## src/rtl/fpg8_ctrl_pkg.sv

```systemverilog
// FPG8 control unit shared definitions: state encoding, opcodes, select/ALU codes
// and the control word driven by the decoder.
package fpg8_ctrl_pkg;

    typedef enum logic [3:0] {
        S_IDLE = 4'd0,
        S_F0   = 4'd1,
        S_F1   = 4'd2,
        S_F2   = 4'd3,
        S_F3   = 4'd4,
        S_DEC  = 4'd5,
        S_E0   = 4'd6,
        S_E1   = 4'd7,
        S_E2   = 4'd8,
        S_TRAP = 4'd9,
        S_HALT = 4'd10
    } state_t;

    localparam logic [3:0] OP_NOP   = 4'h0;
    localparam logic [3:0] OP_LOAD  = 4'h1;
    localparam logic [3:0] OP_STORE = 4'h2;
    localparam logic [3:0] OP_ADD   = 4'h3;
    localparam logic [3:0] OP_SUB   = 4'h4;
    localparam logic [3:0] OP_AND   = 4'h5;
    localparam logic [3:0] OP_OR    = 4'h6;
    localparam logic [3:0] OP_MOV   = 4'h7;
    localparam logic [3:0] OP_BRZ   = 4'h8;
    localparam logic [3:0] OP_BRN   = 4'h9;
    localparam logic [3:0] OP_HALT  = 4'hF;

    localparam logic [2:0] SEL_RD1 = 3'd0;
    localparam logic [2:0] SEL_RD2 = 3'd1;
    localparam logic [2:0] SEL_RS1 = 3'd2;
    localparam logic [2:0] SEL_RS2 = 3'd3;
    localparam logic [2:0] SEL_R7  = 3'd4;

    localparam logic [2:0] ALU_PASSY = 3'd0;
    localparam logic [2:0] ALU_ADD   = 3'd1;
    localparam logic [2:0] ALU_SUB   = 3'd2;
    localparam logic [2:0] ALU_AND   = 3'd3;
    localparam logic [2:0] ALU_OR    = 3'd4;
    localparam logic [2:0] ALU_INCY  = 3'd5;

    typedef struct packed {
        logic [2:0] alu;
        logic [2:0] gpr_sel;
        logic       gpr_in;
        logic       gpr_out;
        logic       ir_in;
        logic       mar_in;
        logic       mdr_in;
        logic       mdr_out;
        logic       ram_rd;
        logic       ram_wr;
        logic       y_in;
        logic       y_out;
        logic       y_offset_in;
        logic       y_shl;
        logic       y_shr;
        logic       z_in;
        logic       z_out;
        logic       rom_out;
        logic       timer_in;
        logic       halted;
    } ctrl_t;

    // Opcodes 3..6 are the only ones that touch the ALU result flags.
    function automatic logic is_alu_op(input logic [3:0] op);
        return (op >= OP_ADD) && (op <= OP_OR);
    endfunction

    function automatic logic [2:0] alu_for(input logic [3:0] op);
        case (op)
            OP_ADD:  return ALU_ADD;
            OP_SUB:  return ALU_SUB;
            OP_AND:  return ALU_AND;
            OP_OR:   return ALU_OR;
            default: return ALU_PASSY;
        endcase
    endfunction

endpackage

```

## src/rtl/fpg8_ctrl_decode.sv

```systemverilog
// Combinational control-word decode from (state, latched opcode, S, flags).
module fpg8_ctrl_decode
    import fpg8_ctrl_pkg::*;
#(
    parameter logic [2:0] PC_SEL = 3'd4
) (
    input  state_t     i_state,
    input  logic [3:0] i_opcode,
    input  logic       i_s,
    input  logic       i_flag_n,
    input  logic       i_flag_z,
    output ctrl_t      o_ctrl
);

    logic w_taken;
    assign w_taken = ((i_opcode == OP_BRZ) && i_flag_z) || ((i_opcode == OP_BRN) && i_flag_n);

    always_comb begin
        o_ctrl = '0;
        case (i_state)
            S_F0: begin
                o_ctrl.gpr_out = 1'b1; o_ctrl.gpr_sel = PC_SEL;
                o_ctrl.mar_in  = 1'b1; o_ctrl.y_in    = 1'b1;
            end
            S_F1: begin
                o_ctrl.ram_rd = 1'b1; o_ctrl.alu = ALU_INCY; o_ctrl.z_in = 1'b1;
            end
            S_F2: begin
                o_ctrl.z_out = 1'b1; o_ctrl.gpr_in = 1'b1; o_ctrl.gpr_sel = PC_SEL;
            end
            S_F3: begin
                o_ctrl.mdr_out = 1'b1; o_ctrl.ir_in = 1'b1;
            end
            S_E0: begin
                case (i_opcode)
                    OP_LOAD:  begin o_ctrl.gpr_out = 1'b1; o_ctrl.gpr_sel = SEL_RS1; o_ctrl.mar_in = 1'b1; end
                    OP_STORE: begin o_ctrl.gpr_out = 1'b1; o_ctrl.gpr_sel = SEL_RD1; o_ctrl.mar_in = 1'b1; end
                    OP_ADD, OP_SUB, OP_AND, OP_OR, OP_MOV, OP_BRZ, OP_BRN: begin
                        o_ctrl.gpr_out = 1'b1; o_ctrl.gpr_sel = SEL_RS1; o_ctrl.y_in = 1'b1;
                    end
                    default: ;
                endcase
            end
            S_E1: begin
                case (i_opcode)
                    OP_LOAD:  o_ctrl.ram_rd = 1'b1;
                    OP_STORE: begin o_ctrl.gpr_out = 1'b1; o_ctrl.gpr_sel = SEL_RS1; o_ctrl.mdr_in = 1'b1; end
                    OP_ADD, OP_SUB, OP_AND, OP_OR: begin
                        o_ctrl.gpr_out = 1'b1; o_ctrl.gpr_sel = SEL_RS2;
                        o_ctrl.alu     = alu_for(i_opcode);
                        o_ctrl.z_in    = 1'b1; o_ctrl.y_shl = i_s;
                    end
                    OP_MOV, OP_BRZ, OP_BRN: begin o_ctrl.alu = ALU_PASSY; o_ctrl.z_in = 1'b1; end
                    default: ;
                endcase
            end
            S_E2: begin
                case (i_opcode)
                    OP_LOAD:  begin o_ctrl.mdr_out = 1'b1; o_ctrl.gpr_in = 1'b1; o_ctrl.gpr_sel = SEL_RD1; end
                    OP_STORE: o_ctrl.ram_wr = 1'b1;
                    OP_ADD, OP_SUB, OP_AND, OP_OR, OP_MOV: begin
                        o_ctrl.z_out = 1'b1; o_ctrl.gpr_in = 1'b1; o_ctrl.gpr_sel = SEL_RD1;
                    end
                    OP_BRZ, OP_BRN: begin
                        // Branch not taken leaves E2 as a dead cycle.
                        o_ctrl.z_out   = w_taken;
                        o_ctrl.gpr_in  = w_taken;
                        o_ctrl.gpr_sel = w_taken ? PC_SEL : SEL_RD1;
                    end
                    default: ;
                endcase
            end
            S_TRAP: begin
                o_ctrl.rom_out = 1'b1; o_ctrl.gpr_in = 1'b1;
                o_ctrl.gpr_sel = PC_SEL; o_ctrl.timer_in = 1'b1;
            end
            S_HALT: o_ctrl.halted = 1'b1;
            default: ;
        endcase
    end

endmodule

```

## src/rtl/fpg8_control_unit.sv

```systemverilog
// FPG8 hardwired micro-sequencer: state register, flags, opcode latch and trap
// bookkeeping; strobes come from the combinational decoder.
module fpg8_control_unit
    import fpg8_ctrl_pkg::*;
#(
    parameter logic [2:0] PC_SEL      = 3'd4,
    parameter bit         TRAP_ENABLE = 1'b1
) (
    input  logic       one_shot_clock,
    input  logic       reset,
    input  logic [3:0] opcode,
    input  logic       S,
    input  logic       CC_N,
    input  logic       CC_Z,
    input  logic       timeout,
    output logic [2:0] ALU_control,
    output logic       GPR_in,
    output logic       GPR_out,
    output logic [2:0] GPR_select,
    output logic       IR_in,
    output logic       MAR_in,
    output logic       MDR_in,
    output logic       MDR_out,
    output logic       RAM_enable_read,
    output logic       RAM_enable_write,
    output logic       Y_in,
    output logic       Y_out,
    output logic       Y_offset_in,
    output logic       Y_shift_left,
    output logic       Y_shift_right,
    output logic       Z_in,
    output logic       Z_out,
    output logic       con_ROM_out,
    output logic       timer_in,
    output logic       halted,
    output logic [3:0] state_dbg
);

    state_t     r_state, w_next;
    logic [3:0] r_opcode;
    logic       r_flag_n, r_flag_z, r_trap_pending;
    ctrl_t      w_ctrl;

    always_comb begin
        w_next = r_state;
        case (r_state)
            S_IDLE, S_E2: w_next = r_trap_pending ? S_TRAP : S_F0;
            S_F0:         w_next = S_F1;
            S_F1:         w_next = S_F2;
            S_F2:         w_next = S_F3;
            S_F3:         w_next = S_DEC;
            S_DEC:        w_next = (opcode == OP_HALT) ? S_HALT : S_E0;
            S_E0:         w_next = S_E1;
            S_E1:         w_next = S_E2;
            S_TRAP:       w_next = S_F0;
            S_HALT:       w_next = S_HALT;
            default:      w_next = S_IDLE;
        endcase
    end

    always_ff @(posedge one_shot_clock) begin
        if (reset) begin
            r_state        <= S_IDLE;
            r_opcode       <= OP_NOP;
            r_flag_n       <= 1'b0;
            r_flag_z       <= 1'b0;
            r_trap_pending <= 1'b0;
        end else begin
            r_state <= w_next;
            if (r_state == S_DEC)
                r_opcode <= opcode;
            if ((r_state == S_E1) && is_alu_op(r_opcode)) begin
                r_flag_n <= CC_N;
                r_flag_z <= CC_Z;
            end
            // Entering or sitting in HALT discards any trap; TRAP consumes it.
            if ((r_state == S_TRAP) || (w_next == S_HALT))
                r_trap_pending <= 1'b0;
            else if (timeout && TRAP_ENABLE)
                r_trap_pending <= 1'b1;
        end
    end

    fpg8_ctrl_decode #(.PC_SEL(PC_SEL)) u_decode (
        .i_state  (r_state),
        .i_opcode (r_opcode),
        .i_s      (S),
        .i_flag_n (r_flag_n),
        .i_flag_z (r_flag_z),
        .o_ctrl   (w_ctrl)
    );

    assign ALU_control      = w_ctrl.alu;
    assign GPR_in           = w_ctrl.gpr_in;
    assign GPR_out          = w_ctrl.gpr_out;
    assign GPR_select       = w_ctrl.gpr_sel;
    assign IR_in            = w_ctrl.ir_in;
    assign MAR_in           = w_ctrl.mar_in;
    assign MDR_in           = w_ctrl.mdr_in;
    assign MDR_out          = w_ctrl.mdr_out;
    assign RAM_enable_read  = w_ctrl.ram_rd;
    assign RAM_enable_write = w_ctrl.ram_wr;
    assign Y_in             = w_ctrl.y_in;
    assign Y_out            = w_ctrl.y_out;
    assign Y_offset_in      = w_ctrl.y_offset_in;
    assign Y_shift_left     = w_ctrl.y_shl;
    assign Y_shift_right    = w_ctrl.y_shr;
    assign Z_in             = w_ctrl.z_in;
    assign Z_out            = w_ctrl.z_out;
    assign con_ROM_out      = w_ctrl.rom_out;
    assign timer_in         = w_ctrl.timer_in;
    assign halted           = w_ctrl.halted;
    assign state_dbg        = r_state;

endmodule

```

## config.mk

```make
export PLATFORM = sky130hd
export DESIGN_NAME = fpg8_control_unit
export DESIGN_NICKNAME = d
export VERILOG_FILES = /design/src/rtl/fpg8_ctrl_pkg.sv /design/src/rtl/fpg8_ctrl_decode.sv /design/src/rtl/fpg8_control_unit.sv
export SDC_FILE = /design/constraint.sdc
export NUM_CORES = 1
export LEC_CHECK = 0
export CAP_MARGIN = 30
export CORE_MARGIN = 2
export CORE_UTILIZATION = 50
export CTS_BUF_LIST = sky130_fd_sc_hd__clkbuf_8
export DETAILED_ROUTE_END_ITERATION = 12
export PLACE_DENSITY_LB_ADDON = 0.08
export SETUP_SLACK_MARGIN = 0.4
export SKIP_LAST_GASP = 1
export SYNTH_ARGS = -nofsm -noshare
export SYNTH_HDL_FRONTEND = slang
export SYNTH_HIERARCHICAL = 1
export SYNTH_SLANG_ARGS = --single-unit
```

## constraint.sdc

```tcl
create_clock -name one_shot_clock -period 2.3 [get_ports one_shot_clock]
set_input_delay 0.46 -clock one_shot_clock [delete_from_list [all_inputs] [get_ports one_shot_clock]]
set_output_delay 0.46 -clock one_shot_clock [all_outputs]
set_load 0.01 [all_outputs]
```

==> results by group, run 1 <==
Run status
  – Status: finished clean

Yosys
  – Synth Cell Area: 1090 µm²
  – Netlist cell types: between 40 and 50
  – Syn_area_per_cell: around 7.7 µm²
  – Sequential-to-total area share from yosys stat: 20.2%
  – Number of synthesized register bits: 11
  – Mapped Cells: between 100 and 150
  – EDFF count, synth: 0
  – Yosys Warn Count: 6
  – Synth async-reset ratio: 0%
  – Top FF cell, synth: dfxtp_1

STA
  – Fmax: 468 MHz
  – Final setup viols: 0
  – Post-route clock period utilization: 92.9%
  – Hold Fails Final Rpt: 0
  – Max Clock Skew: roughly 0.0013 ns
  – RSZ-0062 raised after global routing: true
  – Setup tns final: 0 ns
  – Slack of the critical path: about 0.16 ns
  – Fin crit period: 2.14 ns
  – Slew Viols, Final: 0

Finish
  – Layout cell share with drive strength beyond 1: about half
  – NumNets Final: roughly 210
  – Filler Cell Count: 94
  – N_diodes: 0
  – Most frequent cells in the layout: buf_4 (23), nor2_1 (16), buf_2 (15)
  – Commonest non-fill, non-tap cell in the layout: buf_4
  – Area growth from synthesis to layout: 66.3%

Critical path
  – Worst R2R Path Depth: 6
  – R2r endpoint: r_flag_n
  – Reg2Reg Launch Point: r_opcode[2]
  – WP data required: around 1.8 ns
  – Startpoint class of the critical path: flip-flop
  – Reg2reg setup slack: 0.61 ns
  – CP endpoint kind: primary output
  – Critical path class: reg2out
  – Arr. time, crit path: 1.68 ns
  – Crit Path Max Fanout: 5

Run
  – Max-Cap Viols: 0

CTS
  – Clock-pin transition on the worst setup and hold timing paths: approximately 0.050 ns
  – Cts bufs inserted: 3
  – Max clock buf depth: 2
  – CTS Sinks: 11
  – # hold bufs at CTS: 0
  – TritonCTS clock tree: done
  – Clk root buf: clkbuf_8
  – H-tree Lvls: 1
  – Clock Latency Late Sink: 0.24 ns

Routing
  – DRC viols: 0
  – Routed WL: approximately 4.5 mm
  – Initial DRC count: 49
  – Antenna viol nets, final: 0
  – 1st-pass router iterations: 4
  – Via count: around 1400
  – Drt via density: just over 6
  – Post-DR wirelength/cell: ~20 µm

Global routing
  – M2 GR Usage: between 50% and 60%
  – Number of global-route vias before repair: roughly 1200
  – Antenna violations before repair: 0
  – Grt ovf: 0
  – Largest net degree at the start of global routing: 15
  – Top Usage Layer GRT: met2
  – First-pass GRT wire length: ~5.6 mm
  – Total global-route track usage: between 20% and 30%
  – Met1 Use GR: a little over a third
  – GR Util met3: 1.79%

Placement
  – Gpl congestion: ~0.89
  – Port buffer count: 34
  – HPWL Detailed: approximately 2.2 mm
  – Dpl ws: -0.00270 ns

Min path
  – Worst hold endpoint: r_flag_z
  – Worst min path class: reg2reg
  – Hold-critical path depth: 2
  – Min-delay src: r_flag_z

Power and ir drop
  – Max IR drop VDD: ~0.62 mV
  – Pwr Density: between 400 and 500 nW/µm²
  – LEAKAGE: approximately 0.75 nW

Floorplanning
  – Starting Density: around 55%
  – Core area: between 2000 and 2500 µm²
  – # IOs: 38
  – Die Area: 2570 µm²
  – Chip width: roughly 50 µm
  – Die H: ~51 µm
  – Number of core rows: 16
[routing by layer]
metal,wire length (µm),vias up,part of all wire [%]
li1,-,614,-
met1,1740,666,39
met2,2230,71,50
met3,238,26,5.3
met4,238,0,5.3
met5,0,-,0
[critical path: stages (launching register included)]
cell	delay [ns]
dfxtp_4	0.36
nand2b_1	0.25
nor4_1	0.40
a21oi_1	0.10
nor3_1	0.17
buf_2	0.16
[through the flow]
stage	util (%)	area [µm²]	cells	total power, W	hold WS (ns)
6_report	90.8	1820	228	0.000903	0.538
3_3_place_gp	73.8	1480	202	0.000621	0.473
3_5_place_dp	73.8	1480	202	0.000632	0.495
5_1_grt	90.8	1820	228	0.000941	0.580
4_1_cts	82.6	1650	223	0.000830	0.502
2_1_floorplan	-	1110	144	0.000469	0.448
[cell usage after synthesis (4+ instances only)]
cell | count | area, µm²
o21ai_0 | 5 | 25.0
buf_4 | 4 | 30.0
nand2b_1 | 11 | 68.8
nand2_1 | 8 | 30.0
mux2i_1 | 6 | 60.1
inv_1 | 5 | 18.8
dfxtp_1 | 11 | 220
nor3_1 | 4 | 20.0
buf_2 | 8 | 40.0
a21oi_1 | 7 | 35.0
nor2_1 | 19 | 71.3
[power breakdown]
part	internal (W)	leakage, nW	total, W	switching (W)
combinational	0.000227	0.632	0.000482	0.000254
clock	0.000117	0.0269	0.000188	0.0000710
sequential	0.000208	0.0941	0.000233	0.0000251
[registers in the layout, summed over array words and instances, names as in the netlist]
signal,flops
r_flag_n,1
state_dbg,4
r_trap_pending,1
r_opcode,4
r_flag_z,1
[repair_timing]
item                       CTS  global route
pin swaps                    9            11
gates resized for setup     88            48
setup buffers               17             5
setup endpoints to repair   23            21
gates cloned                 0             0
[cells by family after synthesis]
group / after synthesis / share of synthesized area, %
multiplexers: 7 / 6.53
flip-flops: 11 / 20.2
buffers and inverters: 22 / 11.9
XOR/XNOR: 4 / 3.21
AO/OA/AOI/OAI: 31 / 23.3
other: 1 / 0.343
AND/OR/NAND/NOR: 66 / 34.6
[final cells by class]
class / count / area (µm²) / area share [%]
Multi-Input combinational cell: 111 / 902 / 49.7
Sequential cell: 11 / 241 / 13.3
Clock buffer: 3 / 41.3 / 2.27
Timing Repair Buffer: 70 / 573 / 31.5
Clock inverter: 1 / 3.75 / 0.207
Tap cell: 27 / 33.8 / 1.86
Inverter: 5 / 21.3 / 1.17
[worst max-delay path by stage]
stage	start	end	slack, ns
after floorplan	state_dbg[3]	Z_out	0.43
after global placement	r_opcode[0]	MAR_in	0.07
after detailed placement	r_opcode[0]	MAR_in	-0.003
after CTS	r_opcode[0]	MAR_in	0.22
after global routing	r_opcode[1]	MDR_out	0.14
final	r_opcode[1]	MDR_out	0.16
No activity file was read; power rests on OpenSTA's default activity.
==> run 2, diff against run 1 <==
Settings changed: HOLD_SLACK_MARGIN from default to 0.05.
Clock period 2.3 ns to 2.7 ns, I/O delays scaled along.
==> results by group, run 2 (synthesis results as in run 1) <==
Run status
  – Status: finished clean

CTS
  – Clock-pin transition on the worst setup and hold timing paths: 0.05 ns (about the same)
  – Clock Latency Late Sink: 0.24 ns (about the same)
  – Max clock buf depth: 2 (unchanged)
  – # hold bufs at CTS: 0 (unchanged)
  – TritonCTS clock tree: done
  – Cts bufs inserted: 3 (unchanged)
  – CTS Sinks: 11 (unchanged)
  – Clk root buf: clkbuf_8
  – H-tree Lvls: 1 (unchanged)

STA
  – Worst slew margin: around two thirds
  – Setup tns final: 0 ns (unchanged)
  – Post-route clock period utilization: 89.9%
  – Slew @ Worst Pin: about 0.5 ns
  – Final setup viols: 0 (unchanged)
  – Max Clock Skew: 0.00690 ns (+0.00561 ns)
  – Fmax: between 400 and 500 MHz
  – Slew Viols, Final: 0 (unchanged)
  – RSZ-0062 raised after global routing: true
  – Hold Fails Final Rpt: 0 (unchanged)
  – Final hold slack: 0.479 ns (-0.0591 ns)
  – Fin crit period: approximately 2.4 ns

Global routing
  – Number of global-route vias before repair: 1016 (-15%)
  – First-pass GRT wire length: 4.50 mm (-20%)
  – Antenna violations before repair: 0 (unchanged)
  – Grt ovf: 0 (unchanged)
  – Largest net degree at the start of global routing: 20 (+5)
  – Total global-route track usage: 23.1% (-5.7 points)

Critical path
  – Worst-path cell chain: nand2b_1 > nor4_2 > a21oi_1 > nor3_1 > clkdlybuf4s50_1
  – CP endpoint kind: primary output
  – Startpoint class of the critical path: flip-flop
  – Crit Path Max Fanout: 15 (+10)
  – Buf+Inv Stages, Crit Path: 1 (unchanged)
  – Cell family with most CP delay: buffers and inverters
  – Slowest-stage cell, CP: clkdlybuf4s50_1
  – Crit path largest cell delay: 0.58 ns (+0.18 ns)
  – Arr. time, crit path: 1.89 ns (+0.21 ns)
  – WP data required: 2.16 ns (+0.32 ns)
  – Critical path class: reg2out

Power and ir drop
  – Max IR drop VDD: 0.517 mV (-17%)
  – LEAKAGE: 0.670 nW (-11%)
  – Pwr Density: 444 nW/µm² (-11%)

Placement
  – HPWL Detailed: 2.01 mm (-6.9%)
  – Port buffer count: 34 (unchanged)
  – Gpl congestion: 0.820 (-8.1%)

Finish
  – Area of the multi-input gates: 791 µm² (-12%)
  – Layout cell share with drive strength beyond 1: 21.7% (-28 points)
  – Sequential standard cell area: 238 µm² (-1.6%)
  – NumNets Final: 186 (-12%)
  – N_diodes: 0 (unchanged)
  – Commonest non-fill, non-tap cell in the layout: nor2_1
  – Filler Cell Count: 155 (+65%)
  – Area growth from synthesis to layout: 42.2%
  – Final Util: 77.6% (-13 points)
  – Most frequent cells in the layout: nor2_1 (19), clkdlybuf4s50_1 (17), nand2b_1 (10)

Routing
  – Via count: 1168 (-15%)
  – Initial DRC count: 35 (-29%)
  – DRC viols: 0 (unchanged)
  – Post-DR wirelength/cell: 14.9 µm (-23%)
  – Drt via density: 5.78 (-4.3%)
  – Antenna viol nets, final: 0 (unchanged)
  – 1st-pass router iterations: 4 (unchanged)
  – Routed WL: 3.02 mm (-32%)

Floorplanning
  – # IOs: 38 (unchanged)
  – Die Area: 2570 µm² (unchanged)
  – Core area: 2000 µm² (unchanged)
  – Die H: 50.7 µm (unchanged)
  – Number of core rows: 16 (unchanged)
  – Starting Density: 54.6% (unchanged)
  – Chip width: 50.7 µm (unchanged)

Run
  – Max-Cap Viols: 0 (unchanged)

Min path
  – Worst min path class: reg2reg
## run 2: changes by cell type in the layout (fill, tap and decap cells not counted), moves of 3 or more
cell and delta:
buf_2 -15, buf_4 -14, buf_6 -12, clkdlybuf4s50_1 +7
dlymetal6s2s_1 +6, nand2b_1 +3, nor2_1 +3, o21ai_0 +3
## run 2: worst register-to-register path: cells and delay by family, from the launching register on
kind | cells | cell delay, ns
buffers and inverters | 1 | 0.20
flip-flops | 1 | 0.41
multiplexers | 1 | 0.24
AND/OR/NAND/NOR | 2 | 0.60
## run 2: metrics by stage
step	total power (W)	setup WS, ns	area (µm²)	instances
3_3_place_gp	0.000518	0.296	1420	196
2_1_floorplan	0.000399	0.637	1100	144
3_5_place_dp	0.000527	0.278	1420	196
5_1_grt	0.000727	0.175	1550	202
6_report	0.000689	0.273	1550	202
4_1_cts	0.000681	0.213	1480	200
## run 2: area by class of cell
type	instances	area share (%)
timing repair buffer	44	27.5
sequential	11	15.3
multi-input combinational	111	50.9
inverter	5	1.21
clock inverter	1	0.242
clock buffer	3	2.66
tap	27	2.18
## run 2: path summary, 6_finish.rpt
check | to | slack (ns) | depth (start not counted) | from
setup / recovery | MDR_out | 0.27 | 5 | r_opcode[0]
hold reg to reg | r_flag_z | 0.48 | 2 | r_flag_z
setup reg to reg | r_opcode[1] | 1.12 | 4 | state_dbg[0]
hold / removal | r_flag_z | 0.48 | 2 | r_flag_z
## run 2: where the power goes
part / total, W / switching (W) / internal (W)
combinational: 0.000315 / 0.000159 / 0.000156
sequential: 0.000209 / 0.0000299 / 0.000179
clock: 0.000165 / 0.0000646 / 0.000100
## run 2: metal layers
layer,global-route usage (%),up-vias,part of all wire [%]
met5,0,-,0
met2,39.7,47,49
met4,12.6,0,3.4
li1,-,572,-
met1,27.6,538,43
met3,2.98,11,4.7
## run 2: timing repair
action,4_1_cts,5_1_grt
gates resized for setup,20,22
pin swaps,1,3
setup buffers,0,2
endpoints found under the setup margin,18,11
==> run 3, diff against run 2 <==
Settings changed: CORE_MARGIN 2 to 4, CORE_UTILIZATION 50 to 40, CTS_CLUSTER_SIZE from default to 14.
==> results by group, run 3 (synthesis results as in run 1) <==
Run status
  – Status: finished clean

Global routing
  – Met1 Use GR: 22.0% (-5.6 points)
  – Antenna violations before repair: 0 (unchanged)
  – Largest net degree at the start of global routing: 20 (unchanged)
  – First-pass GRT wire length: 4.64 mm (+3.1%)
  – M2 GR Usage: 28.1% (-12 points)
  – Total global-route track usage: 17.1% (-5.9 points)
  – Grt ovf: 0 (unchanged)
  – GR Util met3: 3.24% (+0.26 points)
  – Number of global-route vias before repair: 987 (-2.9%)
  – Top Usage Layer GRT: met2

STA
  – Fin crit period: 2.26 ns (-0.171 ns)
  – Final hold slack: 0.483 ns (+0.00371 ns)
  – Final setup viols: 0 (unchanged)
  – RSZ-0062 raised after global routing: true
  – Slew Viols, Final: 0 (unchanged)
  – Post-route clock period utilization: 83.6% (-6.3 points)
  – Setup tns final: 0 ns (unchanged)
  – Max Clock Skew: 0.00241 ns (-0.00448 ns)
  – Fmax: 443 MHz (+7.6%)
  – Hold Fails Final Rpt: 0 (unchanged)

Routing
  – Post-DR wirelength/cell: 14.2 µm (-5.2%)
  – Routed WL: 2.88 mm (-4.7%)
  – Drt via density: 5.66 (-2.1%)
  – Initial DRC count: 15 (-57%)
  – DRC viols: 0 (unchanged)
  – 1st-pass router iterations: 4 (unchanged)
  – Antenna viol nets, final: 0 (unchanged)
  – Via count: 1149 (-1.6%)

Placement
  – Gpl congestion: 0.842 (+2.6%)
  – Placed cell count: 199 (+1.5%)
  – Area post-placement: 1430 µm² (+0.26%)
  – HPWL Detailed: 2.15 mm (+7.1%)
  – Port buffer count: 34 (unchanged)

Finish
  – Final Util: 59.2% (-18 points)
  – NumNets Final: 184 (-1.1%)
  – Commonest non-fill, non-tap cell in the layout: nor2_1
  – Layout cell share with drive strength beyond 1: 18.5% (-3.2 points)
  – N_diodes: 0 (unchanged)
  – Cell area after layout: 1510 µm² (-2.9%)
  – Post-Layout Cell Count: 203 (+0.50%)
  – Area growth from synthesis to layout: 38.0%
  – Most frequent cells in the layout: nor2_1 (19), clkdlybuf4s50_1 (17), nand2b_1 (10)

Floorplanning
  – Starting Density: 42.9% (-12 points)
  – Die Area: 3630 µm² (+41%)
  – Chip width: 60.3 µm (+19%)
  – Core area: 2540 µm² (+27%)
  – Die H: 60.3 µm (+19%)
  – Number of core rows: 18 (+2)
  – # IOs: 38 (unchanged)

Critical path
  – Worst R2R Path Depth: 4 (unchanged)
  – CP endpoint kind: primary output
  – Crit Path Max Fanout: 8 (-7)
  – Startpoint class of the critical path: flip-flop
  – Critical path class: reg2out
  – Arr. time, crit path: 1.72 ns (-0.17 ns)
  – WP data required: 2.16 ns (about the same)

CTS
  – CTS Sinks: 11 (unchanged)
  – Clk root buf: clkbuf_8
  – Cts bufs inserted: 3 (unchanged)
  – # hold bufs at CTS: 0 (unchanged)
  – TritonCTS clock tree: done
  – Max clock buf depth: 2 (unchanged)
  – Post-CTS Setup Bufs: 0 (unchanged)
  – H-tree Lvls: 1 (unchanged)
  – Clock-pin transition on the worst setup and hold timing paths: 0.05 ns (about the same)
  – Clock Latency Late Sink: 0.25 ns (about the same)

Power and ir drop
  – Max IR drop VDD: 0.331 mV (-36%)
  – LEAKAGE: 0.623 nW (-7.0%)
  – Pwr Density: 453 nW/µm² (+2.0%)

Min path
  – Hold-critical path depth: 2 (unchanged)
  – Worst min path class: reg2reg

Run
  – Max-Cap Viols: 0 (unchanged)
run 3: cell types whose count changed in the layout (fill, tap and decap cells not counted), moves of 2 or more:
cell	delta
inv_1	+2
buf_2	+2
dlygate4sd2_1	+2
dlymetal6s2s_1	-3
inv_2	-2
nor4_1	+2
nor4_2	-2
run 3: metrics by stage:
stage	setup slack [ns]	power, W
6_report	0.444	0.000682
5_1_grt	0.368	0.000729
4_1_cts	0.239	0.000689
3_5_place_dp	0.236	0.000529
3_3_place_gp	0.259	0.000522
2_1_floorplan	0.637	0.000399
run 3: worst paths after layout:
path | startpoint | slack, ns | end
worst max-delay path | r_opcode[1] | 0.44 | GPR_in
worst min-delay path | r_flag_z | 0.48 | r_flag_z
worst max register to register | state_dbg[0] | 1.15 | r_opcode[3]
worst min register to register | r_flag_z | 0.48 | r_flag_z
run 3: cell type report:
type,instances,area [µm²]
fillers,260,1040
multi-input cells,111,777
repair buffers,42,392
flip-flops and latches,11,238
clock buffers,3,41.3
well taps,30,37.5
inverters,5,18.8
clock inverters,1,3.75
run 3: per-layer routing:
| metal | wire length, µm | up-vias |
|---|---|---|
| met5 | 0 | - |
| met4 | 43 | 0 |
| met3 | 169 | 5 |
| met2 | 1390 | 43 |
| met1 | 1270 | 534 |
| li1 | - | 567 |
run 3: where the power goes:
part / switching [W] / total [W] / internal [W]
Sequential: 0.0000285 / 0.000208 / 0.000179
Combinational: 0.000154 / 0.000305 / 0.000151
Clock: 0.0000692 / 0.000170 / 0.000100
run 3: critical path, stage by stage, from the launching register on:
cell and delay (ns):
dfxtp_2 0.36, or3b_4 0.44, o21ai_2 0.17, a21oi_1 0.08, o41ai_2 0.24, buf_2 0.19
run 3: repair_timing:
action                                  in CTS  in global routing
pin swaps                                    1                  0
endpoints found under the setup margin      18                  9
gates resized for setup                     29                 12
